**config.mk**
```make
export PLATFORM = sky130hd
export DESIGN_NAME = imm_gen_pipe
export DESIGN_NICKNAME = d
export VERILOG_FILES = /design/src/rtl/imm_gen_pipe.sv
export SDC_FILE = /design/constraint.sdc
export NUM_CORES = 1
export LEC_CHECK = 0
export ABC_AREA = 1
export BUFFER_PORTS_ARGS = -buffer_cell sky130_fd_sc_hd__buf_2
export CAP_MARGIN = 20
export CORE_MARGIN = 1.5
export CORE_UTILIZATION = 25
export CTS_BUF_LIST = sky130_fd_sc_hd__clkbuf_8 sky130_fd_sc_hd__clkbuf_16
export CTS_CLUSTER_SIZE = 40
export DETAILED_ROUTE_END_ITERATION = 6
export MAX_ROUTING_LAYER = met4
export SYNTH_ARGS = -nofsm -noshare
export SYNTH_HDL_FRONTEND = slang
export SYNTH_SLANG_ARGS = --single-unit
```
**constraint.sdc**
```tcl
create_clock -name clk -period 2.2 [get_ports clk]
set_input_delay 0.22 -clock clk [delete_from_list [all_inputs] [get_ports clk]]
set_output_delay 0.22 -clock clk [all_outputs]
set_load 0.02 [all_outputs]
```
**src/rtl/imm_gen_pipe.sv**
```systemverilog
// Registered immediate generator for the ID->EX boundary, output behind a 2-entry skid buffer.
// Optional illegal-mode counter (err_count) enabled with `define IMM_GEN_ERRCNT_EN.
module imm_gen_pipe #(
  parameter int DATA_W = 32,
  parameter int IMM_W  = 16,
  parameter int PC_INC = 4
) (
  input  logic              clk,
  input  logic              reset,
  input  logic              flush,
  input  logic              in_valid,
  output logic              in_ready,
  input  logic [2:0]        mode,
  input  logic [IMM_W-1:0]  imm,
  input  logic [DATA_W-1:0] pc,
  output logic              out_valid,
  input  logic              out_ready,
  output logic [DATA_W-1:0] imm_out,
  output logic              mode_err
`ifdef IMM_GEN_ERRCNT_EN
  ,
  output logic [7:0]        err_count
`endif
);

  typedef enum logic [2:0] {
    MODE_ZEXT   = 3'd0,
    MODE_SEXT   = 3'd1,
    MODE_LUI    = 3'd2,
    MODE_BOFF   = 3'd3,
    MODE_BTGT   = 3'd4
  } mode_e;

  typedef struct packed {
    logic              valid;
    logic [DATA_W-1:0] data;
    logic              err;
  } entry_t;

  entry_t m_q, k_q, new_e;

  logic [DATA_W-1:0] zext, sext, boff;
  logic              accept, xfer;

  assign zext = {{(DATA_W-IMM_W){1'b0}}, imm};
  assign sext = {{(DATA_W-IMM_W){imm[IMM_W-1]}}, imm};
  assign boff = sext << 2;

  // NOTE: every always_comb output gets a default first so no path can infer a latch.
  always_comb begin
    new_e = '{valid: 1'b1, data: '0, err: 1'b0};
    case (mode)
      MODE_ZEXT: new_e.data = zext;
      MODE_SEXT: new_e.data = sext;
      MODE_LUI:  new_e.data = {imm, {(DATA_W-IMM_W){1'b0}}};
      MODE_BOFF: new_e.data = boff;
      MODE_BTGT: new_e.data = pc + DATA_W'(PC_INC) + boff;
      default:   new_e.err  = 1'b1;
    endcase
  end

  assign in_ready  = ~k_q.valid & ~reset;
  assign out_valid = m_q.valid;
  assign imm_out   = m_q.data;
  assign mode_err  = m_q.err;

  // flush wins over acceptance, so a flushed input never reaches either entry
  assign accept = in_valid & in_ready & ~flush;
  assign xfer   = m_q.valid & out_ready;

  // NOTE: state registers use non-blocking assignments so all entries update from pre-edge values.
  always_ff @(posedge clk) begin
    if (reset) begin
      m_q <= '0;
      k_q <= '0;
    end else if (flush) begin
      m_q.valid <= 1'b0;
      k_q.valid <= 1'b0;
    end else if (xfer) begin
      if (k_q.valid) begin
        m_q       <= k_q;
        k_q.valid <= 1'b0;
      end else if (accept) begin
        m_q <= new_e;
      end else begin
        m_q.valid <= 1'b0;
      end
    end else if (m_q.valid) begin
      if (accept) k_q <= new_e;
    end else if (accept) begin
      m_q <= new_e;
    end
  end

`ifdef IMM_GEN_ERRCNT_EN
  always_ff @(posedge clk) begin
    if (reset)
      err_count <= '0;
    else if (accept && new_e.err && err_count != 8'hFF)
      err_count <= err_count + 8'd1;
  end
`endif

endmodule

```
Word-level counts from Yosys, hierarchy flattened
Cells that the tools add are included.

Register bits after elaboration: 68. Input bits: 56. Output and inout bits: 35. Logic and storage cells: 38.

Add/sub/neg operators: 2. Equal/unequal tests: 5. Multiplexer cells: 8. Bitwise operators: 8. Reductions and logical operators: 9.

Operators by type and width (count): 32-bit one-hot mux with 5 select lines (1); 34-bit 2-to-1 mux (4); 33-bit 2-to-1 mux (1); 32-bit by 3-bit adder with 32-bit output (second input constant) (1); 32-bit adder (1); 4-bit AND reduction (2); 3-bit by 2-bit equality test with 1-bit output (second input constant) (2); 5-bit OR reduction (1); 1-bit bitwise AND (4); 1-bit NOT (4); 2-bit nonzero test (2); 3-bit by 1-bit equality test with 1-bit output (second input constant) (1); 3-bit equality test (second input constant) (1); 3-bit zero test (1); 3-bit OR reduction (1); 1-bit 2-to-1 mux (2); 2-bit by 1-bit != test with 1-bit output (second input constant) (1); 2-bit AND reduction (1); 2-bit OR reduction (1).

Depth between registers and ports, before layout
Gate-level depths: netlist (run 1).

Word-level depth: 7. Gate-level depth with buffers: 19. Mapped depth without buffers: 19.

Worst setup path after synthesis (run 1)
OpenSTA, ideal clock, no wires.

Path type: in2reg. Start: in imm[0]. End: reg m_q (netlist bit imm_out[17]). Setup time: 0.135 ns. Arrival time: 1.972 ns. Data required time: 2.065 ns. Path slack: 0.093 ns. Stages: 17. Buffers on the path: 0. Path through: inv_1 ha_1 inv_1 ha_1 inv_1 fa_1 inv_1 nand3_1 nand3_2 nand2_1 nand2_1 a21oi_1 or2_0 nand3_1 nand3_1 nand2_1 a21oi_1.

Word-level cells in the longest chain between the ends: 5. Elaborated cells on any way between the ends: 7. Those cells by class: add/sub: 1; mux: 6.

RTL lines: start, declared (line 14) `input logic [IMM_W-1:0] imm,`; 32-bit adder (*) (line 57) `MODE_BTGT: new_e.data = pc + DATA_W'(PC_INC) + boff;`; 32-bit one-hot mux with 5 select lines (*) (line 52) `case (mode)`; 34-bit 2-to-1 mux or 33-bit 2-to-1 mux (tied branches) (line 90, 83); 34-bit 2-to-1 mux, on equally long branches (line 88, 80); 34-bit 2-to-1 mux (*) (line 79) `end else if (xfer) begin`; end signal, assigned (line 81) `m_q <= k_q;`; end signal, assigned (line 84) `m_q <= new_e;`; end signal, assigned (line 91) `m_q <= new_e;`; end, declared (line 40) `entry_t m_q, k_q, new_e;`.

Mark *: on every way between the ends. The rest lies on a longest branch, timed or not. The select of a mux whose other input is x is not followed. A chain may end at the register's enable or synchronous reset.

Final worst setup path (run 1)
Start: in imm[15]. End: reg m_q (netlist bit imm_out[22]).

Word-level cells in the longest chain between the ends: 5. Elaborated cells on any way between the ends: 7. Those cells by class: add/sub: 1; mux: 6.

RTL lines (line): 32-bit adder (57); 32-bit one-hot mux with 5 select lines (*) (52); 34-bit 2-to-1 mux or 33-bit 2-to-1 mux (tied branches) (90, 83); 34-bit 2-to-1 mux, on equally long branches (88, 80); 34-bit 2-to-1 mux (*) (79).

Marks and branches as above.

==> results of run 1 <==
## power by group
part | total (mW) | internal, mW | switching [mW]
registers | 1.26 | 1.25 | 0.0124
logic | 1.55 | 0.645 | 0.901
clock network | 1.44 | 0.898 | 0.539
total | 4.25 | 2.79 | 1.45
## worst max-delay path by stage
| stage | start | endpoint | slack, ns | cells past startpoint |
|---|---|---|---|---|
| 2_1_floorplan | imm[0] | imm_out[17] | 0.09 | 17 |
| 3_3_place_gp | imm[15] | imm_out[22] | -0.31 | 14 |
| 3_5_place_dp | imm[15] | imm_out[22] | -0.31 | 14 |
| 4_1_cts | imm[15] | imm_out[22] | 0.03 | 14 |
| 5_1_grt | imm[15] | imm_out[29] | -0.03 | 14 |
| 6_report | imm[15] | imm_out[22] | 0.04 | 14 |
## state kept, by name (all words and copies together) (netlist names)
register,flops
k_q,34
out_valid,1
imm_out,32
mode_err,1
## final cells by class
class | instances | area share [%]
multi-input cells | 738 | 54.4
inverters | 143 | 6.57
well taps | 324 | 4.96
repair buffers | 175 | 13.8
clock buffers | 10 | 2.92
clock inverters | 6 | 0.689
diodes | 1 | 0.0306
flip-flops and latches | 68 | 16.7
## cell usage after synthesis (7+ instances only)
library cell / instances
inv_2: 14
nand3_1: 89
o21ai_0: 83
inv_1: 128
clkbuf_1: 13
dfxtp_1: 68
nand4_1: 12
o21ai_1: 9
nand3_2: 13
a21oi_2: 7
a21oi_1: 75
nand2_2: 12
ha_1: 57
nor2_1: 47
o211ai_1: 36
buf_2: 16
nand2_1: 242
## metrics by stage
stage	setup TNS, ns	power [mW]
finish	0	4.25
global route	-0.0993	4.50
CTS	0	4.13
detailed placement	-8.01	2.70
global placement	-7.26	2.69
floorplan	0	2.13
## repair_timing
| action | CTS | global route |
|---|---|---|
| resized for setup | 0 | 54 |
| setup endpoints to repair | 0 | 24 |
| setup buffers | 0 | 2 |
| hold endpoints to repair | 0 | 0 |
## kinds of logic (layout without fill, tap and decap cells)
group,after synthesis,count (layout)
XOR/XNOR,2,2
flip-flops,68,68
AO/OA/AOI/OAI,231,231
other,0,1
adder cells (fa/ha/maj),58,58
buffers and inverters,179,334
AND/OR/NAND/NOR,447,447
## metal layers
| metal | global-route usage [%] | up-vias | wire length [um] |
|---|---|---|---|
| met5 | - | - | 0 |
| met4 | 5.72 | 0 | 777 |
| met3 | 3.21 | 45 | 1250 |
| met2 | 25.4 | 205 | 9150 |
| met1 | 22.4 | 3144 | 10300 |
| li1 | - | 3594 | - |
## worst register-to-register path, stage by stage, from the launching register on
cell,delay [ns]
dfxtp_1,0.46
nand2_2,0.16
inv_2,0.26
buf_12,0.23
o21ai_0,0.13
o21ai_0,0.18
nand2_1,0.13
a21oi_1,0.14
==> impl_metrics.ini, run 1 <==
[critical_path]
path_buf_inv = 2
critPathRequiredTime_ns = 2.46
reg2regPathDepth = 7
cp_top_family = simple AND/OR/NAND/NOR gates
path_class = input pin to register
reg2reg_to = imm_out[20]
cp-start-kind = input pin
cp_max_fo = 13
crit_path_frequent_cell = nand2_1
setup.worst_path.end_class = register
critPathSlowestCell = ha_1
crit_arrival_ns = 2.42
cp_slowest_stage_delay_ns = 0.35
r2r_start = out_valid
crit_chain = clkbuf_4 -> ha_1 -> ha_1 -> a21oi_1 -> nand2_1 -> nand2_1 -> nand2_1 -> inv_1 -> nand3_1 -> nand2_1 -> nand3_1 -> nand3_1 -> nand2_1 -> a21oi_1
rrSetupSlack_ns = 0.45

[yosys]
synth_cell_types = 43
synth_fp_nets = 1099
ys_warn_count = 0
synth-seq-area-share_pct = 21.8
ys.flop_type = dfxtp_1
synth_top_family_by_area = simple AND/OR/NAND/NOR gates
ys_seq_elements = 68
synthesis.area_per_instance_um2 = 6.35
synth_top_area_cell = dfxtp_1
synth_compound_area_share_pct = 21.2
syn-instance-count = 985
synthTopCellsByArea = dfxtp_1 (22%), nand2_1 (15%), ha_1 (11%), inv_1 (7.7%), nand3_1 (7.1%)
synth_edf_count = 0
synth_fa_ha_area_share_pct = 11.7
synth_top_area_share_pct = 21.8
synthMuxAreaShare_pct = 0
syn_area_um2 = 6260
synthArstFlopShare_pct = 0
synthSimpleGateAreaFrac_pct = 33.5
synthXorXnorAreaFrac_pct = 0.280

[final_layout]
layout.cells.non_filler = 1465
final_area_um2 = 8180
fillerInstances = 2677
drive_above_1_share_pct = 26.8
multi_input_area_um2 = 4450
syn_to_final_growth_pct = 30.7
layout.nets = 1249
final_util_pct = 33.4
register_area_um2 = 1360
final_common_cell = nand2_1
final_cell_mix = nand2_1 (236), inv_1 (129), buf_2 (89)

[placement]
place_ws_ns = -0.305
post-dp-hpwl_um = 17000
dpl.cell_count = 1446
place_congestion = 0.948
io_buffers = 90
postPlaceCellArea_um2 = 7590

[sta]
fin_skew_ns = 0.00507
setup_viol = 0
max_clock_freq_ghz = 0.463
fin_hold_ws_ns = 0.221
fin_ws_ns = 0.0400
slew_violations = 0
finalCritPeriodShare_pct = 98.2
final-hold-violation-count = 0
fin_crit_ns = 2.16
rsz0062_at_grt = true
worst_slew_pin_slew_ns = 0.761
maxSlewHeadroom_pct = 49.1

[global_routing]
grt_usage_pct = 16.8
grt_pass1_vias = 6522
antenna_found_initial = 1
grt_max_degree = 67
grt_pass1_wl_um = 33800
grt_remaining_overflow = 0

[min_path]
hold_depth = 4
hp-start = out_ready
hold_class = input pin to register
whs_endpoint = out_valid

[clocking]
h-tree-depth = 3
cts.sinks = 68
insertion_delay_ns = 0.33
cts_tree = yes
cts_buffers = 9
ctsLongestPathBuffers = 2
cts-root-buf = clkbuf_16
path_clk_slew_ns = 0.06
cts-hold-fix-buffers = 0

[die]
dieArea_um2 = 26000
initial_core_util_pct = 25.6
rows = 57
die_w_um = 161
die_height_um = 161
coreArea_um2 = 24500
num_io_pins = 91

[routing]
wl_um = 21500
vias = 6988
drtIter0Drc = 572
drcViolationCount = 0
ant_nets = 0
vias_per_cell = 4.77
wire_per_inst_um = 14.7
first_pass_iters = 5

[power]
vdd_ir_drop_max_mv = 0.297
power_density_nw_per_um2 = 519
leakage_nw = 4.00

[outcome]
status = complete, no violations

[flow_run]
cap_violations = 0
Note: power is estimated with default switching activity, not from simulation.
==> run 2: changes to the inputs <==
Settings changed: ABC_AREA 1 to unset.
==> run 2 against run 1 <==
  * The flow now finishes with violations (negative setup slack)
  * Final area down 1.4%
  * Clock-buffer cell count fell by 1
  * Area after synthesis down 21%
  * Sequential power barely moved
  * Non-clock buffer count increased by 50
  * Cell count is 25% lower
  * Clock skew is 0.0018 ns higher
  * Global-route usage grew 0.63 points
  * Sequential cell count stayed put
  * Critical path type unchanged
  * Critical endpoint is now imm_out[19]
  * Largest power group unchanged
  * Highest routed layer unchanged
==> impl_metrics.ini, run 2 <==
[min_path]
hold_depth = 3
hold_class = input pin to register
whs_endpoint = out_valid
hp-start = in_valid

[yosys]
syn_area_um2 = 4950
synth_cell_types = 57
synthArstFlopShare_pct = 0
ys.flop_type = dfxtp_1
synthMostInstantiatedCell = nor2_1
synth_top_area_cell = dfxtp_1
ys_seq_elements = 68
synth_edf_count = 0
syn-instance-count = 627
yosys-top-cells-count = nor2_1 (88), dfxtp_1 (68), nand2_1 (59), ha_1 (57), a21oi_1 (53)
ys_warn_count = 0
synthTopCellsByArea = dfxtp_1 (27%), ha_1 (14%), nor2_1 (6.7%), a21oi_1 (5.4%), nand2_1 (4.5%)
synth_top_area_share_pct = 27.5
synth-seq-area-share_pct = 27.5
synthesis.area_per_instance_um2 = 7.90
synth_fp_nets = 741

[die]
initial_core_util_pct = 25.5
die_height_um = 144
dieArea_um2 = 20700
num_io_pins = 91
die_w_um = 144
coreArea_um2 = 19500
rows = 51

[critical_path]
cp-start-kind = input pin
setup.worst_path.end_class = register
reg2reg_to = imm_out[15]
path_class = input pin to register
rrSetupSlack_ns = 0.18
crit_arrival_ns = 2.88
cp_top_family = compound AO/OA/AOI/OAI gates
r2r_start = k_q[33]
startpoint = imm[1]
critPathRequiredTime_ns = 2.42
critPathSlowestCell = a221oi_2
crit_chain = buf_8 -> ha_4 -> ha_4 -> inv_2 -> fa_2 -> and2b_1 -> o211ai_2 -> a31oi_4 -> o21ai_2 -> buf_4 -> buf_6 -> o21ai_2 -> xor2_1 -> a221oi_2 -> o21ai_1 -> and2_1
cp_max_fo = 3
path_buf_inv = 4
reg2regPathDepth = 8
cp_slowest_stage_delay_ns = 0.36

[clocking]
cts.sinks = 68
h-tree-depth = 3
cts_tree = yes
cts-root-buf = clkbuf_16
ctsLongestPathBuffers = 2
path_clk_slew_ns = 0.05
cts_buffers = 9
insertion_delay_ns = 0.33

[power]
clkPwrFrac_pct = 33.0
p_sw_mw = 1.48
internal_power_mw = 3.17
swShare_pct = 31.8
power_frac_comb_pct = 39.6
vdd_ir_drop_max_mv = 0.353
leakage_nw = 3.27
power_density_nw_per_um2 = 576
fin_total_pwr_mw = 4.64
seqPwrFrac_pct = 27.4

[global_routing]
grt_max_degree = 68
grt_pass1_vias = 5344
antenna_found_initial = 1
grt_usage_pct = 17.5
grt_pass1_wl_um = 27600
grt_remaining_overflow = 0

[sta]
rsz0062_at_grt = true
fin_hold_ws_ns = 0.242
fin_skew_ns = 0.00685
max_clock_freq_ghz = 0.376
fin_crit_ns = 2.66
setup_viol = 30
finalCritPeriodShare_pct = 121
worst_slew_pin_slew_ns = 0.883
slew_violations = 0
maxSlewHeadroom_pct = 40.9
fin_ws_ns = -0.456
final-hold-violation-count = 0

[routing]
first_pass_iters = 6
ant_nets = 0
drcViolationCount = 0
drtIter0Drc = 487
vias = 5520
wire_per_inst_um = 15.9
wl_um = 17500
vias_per_cell = 5.03

[final_layout]
largest_reg_flops = 34
final_cell_mix = buf_4 (129), nor2_1 (86), buf_2 (75)
layout.cells.non_filler = 1098
layout.nets = 941
syn_to_final_growth_pct = 62.7
drive_above_1_share_pct = 45.0
final_area_um2 = 8060
regMostFlops = k_q
final_common_cell = buf_4

[outcome]
violations = negative setup slack
status = finished with violations

[placement]
post-dp-hpwl_um = 13300
io_buffers = 90
place_ws_ns = -0.823
place_congestion = 0.928
postPlaceCellArea_um2 = 6900
dpl.cell_count = 1067

[flow_run]
cap_violations = 0
run 2: changes by cell type after synthesis, moves of 22 or more:
cell	change
o211ai_1	-34
a22oi_1	+26
nand3_1	-81
nor2_1	+41
nand2_1	-183
xnor2_1	+22
o21ai_0	-53
clkbuf_1	+22
inv_1	-116
a21oi_1	-22
run 2: through the flow:
step	setup TNS, ns	utilization, %
global placement	-27.44	35.5
floorplan	-7.28	-
CTS	-7.34	39.4
detailed placement	-28.86	35.5
global route	-12.60	41.4
finish	-8.24	41.4
run 2: what timing repair did:
action / 4_1_cts / 5_1_grt
setup buffers: 7 / 8
pin swaps: 60 / 53
endpoints found under the setup margin: 43 / 45
gates resized for setup: 67 / 62
hold buffers: 0 / 0
run 2: final cells by class:
class | instances | area (um2)
fillers | 1927 | 11400
multi-input cells | 509 | 4390
repair buffers | 225 | 1610
flip-flops and latches | 68 | 1360
well taps | 265 | 332
clock buffers | 9 | 225
clock inverters | 7 | 93.8
inverters | 14 | 52.6
diodes | 1 | 2.50
run 2: routing by layer:
metal | share of wire [%] | GRT usage [%]
met1 | 45 | 22.4
met2 | 48 | 28.8
met3 | 4.8 | 2.73
met4 | 1.5 | 4.19
met5 | 0 | -
run 2: how the worst max path moves through the flow:
stage                             end  cells past startpoint  slack, ns
after floorplan               k_q[26]                     13      -0.52
after global placement    imm_out[26]                     13      -0.83
after detailed placement  imm_out[31]                     14      -0.82
after CTS                     k_q[26]                     14      -0.41
after global routing      imm_out[19]                     16      -0.58
final                     imm_out[19]                     16      -0.46
run 2: power by group through the flow:
stage / sequential (mW) / combinational, mW / clock, mW
2_1_floorplan: 1.31 / 0.869 / 0
3_3_place_gp: 1.30 / 1.48 / 0
3_5_place_dp: 1.30 / 1.49 / 0
4_1_cts: 1.27 / 1.66 / 1.54
5_1_grt: 1.28 / 2.00 / 1.60
6_report: 1.27 / 1.84 / 1.53
run 2: kinds of logic (layout without fill, tap and decap cells):
family | after synthesis | count (layout) | share of synthesized area (%)
simple gates | 207 | 207 | 18.2
compound gates | 214 | 214 | 30.4
other cells | 0 | 1 | 0
buf+inv | 50 | 255 | 3.79
xor+xnor | 28 | 28 | 4.95
mux | 2 | 2 | 0.429
flops | 68 | 68 | 27.5
fa+ha+maj | 58 | 58 | 14.8
run 2: tightest hold or removal path: stages:
cell and delay (ns):
buf_2 0.12, a21oi_1 0.07, nor3_1 0.11
==> run 3: changes to the inputs <==
Settings changed: PLACE_DENSITY_LB_ADDON set to 0.2, SKIP_CTS_REPAIR_TIMING set to 1.
==> run 3 against run 2 <==
  * The run still ends with negative setup slack left
  * Total power up 0.49%
  * First-iteration DRC count fell by 42%
  * Routed wire length rose by 3.7%
  * Via count fell by 0.14%
  * Clock-buffer cell count grew 1
  * Final area fell by 0.16%
  * Non-clock buffer count down 5
  * Die area stayed put
  * Register-to-register slack improved by 0.07 ns
  * Cell count is 0.46% lower
  * Sequential share of layout area about the same
  * Critical endpoint is now imm_out[31]
  * Largest cell class unchanged
  * Highest routed layer unchanged
==> impl_metrics.ini, run 3 (synthesized netlist as in run 2, its figures left out) <==
[outcome]
status = finished with violations
violations = negative setup slack

[final_layout]
largest_reg_flops = 34
syn_to_final_growth_pct = 62.5
regMostFlops = k_q
layout.cells.non_filler = 1093
layout.nets = 936
final_area_um2 = 8050
drive_above_1_share_pct = 45.7
final_cell_mix = buf_4 (122), nor2_1 (83), buf_2 (79)
final_common_cell = buf_4

[die]
coreArea_um2 = 19500
rows = 51
initial_core_util_pct = 25.5
num_io_pins = 91
die_height_um = 144
die_w_um = 144
dieArea_um2 = 20700

[routing]
first_pass_iters = 6
drtIter0Drc = 284
wire_per_inst_um = 16.6
drcViolationCount = 0
wl_um = 18100
vias = 5512
vias_per_cell = 5.04
ant_nets = 0

[critical_path]
cp-start-kind = input pin
endpoint = imm_out[31]
rrSetupSlack_ns = 0.25
cp_slowest_stage_delay_ns = 0.35
reg2regPathDepth = 8
startpoint = imm[1]
critPathRequiredTime_ns = 2.39
r2r_start = k_q[33]
path_class = input pin to register
critPathSlowestCell = fa_2
crit_chain = buf_8 -> ha_4 -> ha_4 -> inv_2 -> fa_2 -> and2b_1 -> o211ai_2 -> a31oi_4 -> o21ai_2 -> o31a_1 -> o41a_1 -> mux2i_1 -> nor3_2 -> o22ai_1
crit_path_frequent_cell = ha_4
cp_max_fo = 3
setup.worst_path.end_class = register
reg2reg_to = imm_out[13]
crit_arrival_ns = 2.83

[global_routing]
grt_max_degree = 68
antenna_found_initial = 1
grt_usage_pct = 17.6
grt_pass1_wl_um = 27400
grt_pass1_vias = 5283
grt_remaining_overflow = 0

[power]
power_density_nw_per_um2 = 580
leakage_nw = 3.27
vdd_ir_drop_max_mv = 0.308

[clocking]
cts_tree = yes
cts.sinks = 68
cts_buffers = 9
path_clk_slew_ns = 0.05
insertion_delay_ns = 0.34
ctsLongestPathBuffers = 2
cts-root-buf = clkbuf_16
h-tree-depth = 3

[sta]
max_clock_freq_ghz = 0.379
fin_skew_ns = 0.00521
fin_hold_ws_ns = 0.232
tns_ns = -9.02
finalCritPeriodShare_pct = 120
setup_viol = 42
final-hold-violation-count = 0
slew_violations = 0
maxSlewHeadroom_pct = 51.3
fin_crit_ns = 2.64
rsz0062_at_grt = true
worst_slew_pin_slew_ns = 0.731
fin_ws_ns = -0.438

[placement]
place_ws_ns = -1.14
io_buffers = 90
dpl.cell_count = 1064
place_congestion = 0.929
postPlaceCellArea_um2 = 6890
post-dp-hpwl_um = 13800

[flow_run]
cap_violations = 0

[min_path]
hold_class = input pin to register
-- run 3: cell count changes in the layout (fill, tap and decap cells not counted), moves of 3 or more --
| cell | before | now |
|---|---|---|
| o21ai_1 | 8 | 5 |
| ha_4 | 39 | 36 |
| clkinv_2 | 0 | 3 |
| o21ai_2 | 15 | 18 |
| nor2_1 | 86 | 83 |
| nand2_4 | 1 | 4 |
| clkinv_4 | 3 | 0 |
| xnor2_2 | 6 | 9 |
| buf_4 | 129 | 122 |
| ha_1 | 18 | 21 |
| buf_2 | 75 | 79 |
| nand2_2 | 5 | 2 |
-- run 3: how the worst min path moves through the flow --
stage / cells past startpoint / startpoint / slack (ns) / end
4_1_cts: 3 / in_valid / 0.23 / out_valid
5_1_grt: 3 / in_valid / 0.26 / out_valid
3_5_place_dp: 2 / k_q[16] / 0.45 / k_q[16]
2_1_floorplan: 2 / in_valid / 0.41 / out_valid
3_3_place_gp: 2 / k_q[1] / 0.44 / k_q[1]
6_report: 3 / in_valid / 0.23 / out_valid
-- run 3: final cells by class --
class / instances / area [um2]
fillers: 1938 / 11400
clock inverters: 6 / 78.8
well taps: 265 / 332
multi-input cells: 509 / 4430
repair buffers: 220 / 1560
flip-flops and latches: 68 / 1360
inverters: 14 / 52.6
clock buffers: 10 / 239
diodes: 1 / 2.50
-- run 3: routing by layer --
layer / wire (um) / track usage, % / vias up
li1: - / - / 2736
met1: 8190 / 22.2 / 2596
met4: 572 / 7.68 / 0
met5: 0 / - / -
met2: 8680 / 28.2 / 146
met3: 691 / 2.00 / 34
-- run 3: where the power goes --
| group | total, mW | switching, mW | internal, mW |
|---|---|---|---|
| clock network | 1.54 | 0.532 | 1.01 |
| registers | 1.27 | 0.0164 | 1.26 |
| logic | 1.85 | 0.935 | 0.913 |
| total | 4.66 | 1.48 | 3.18 |
-- run 3: per-stage QoR --
step	total power [mW]	util [%]
after global routing	4.89	41.4
after CTS	4.33	37.0
final	4.66	41.4
after detailed placement	2.79	35.4
after global placement	2.79	35.4
after floorplan	2.18	-
-- run 3: worst max-delay path: cells and delay by family --
family          cells  cell delay, ns
compound gates      6            1.21
fa+ha+maj           3            0.73
simple gates        2            0.39
buf+inv             2            0.14
mux                 1            0.14
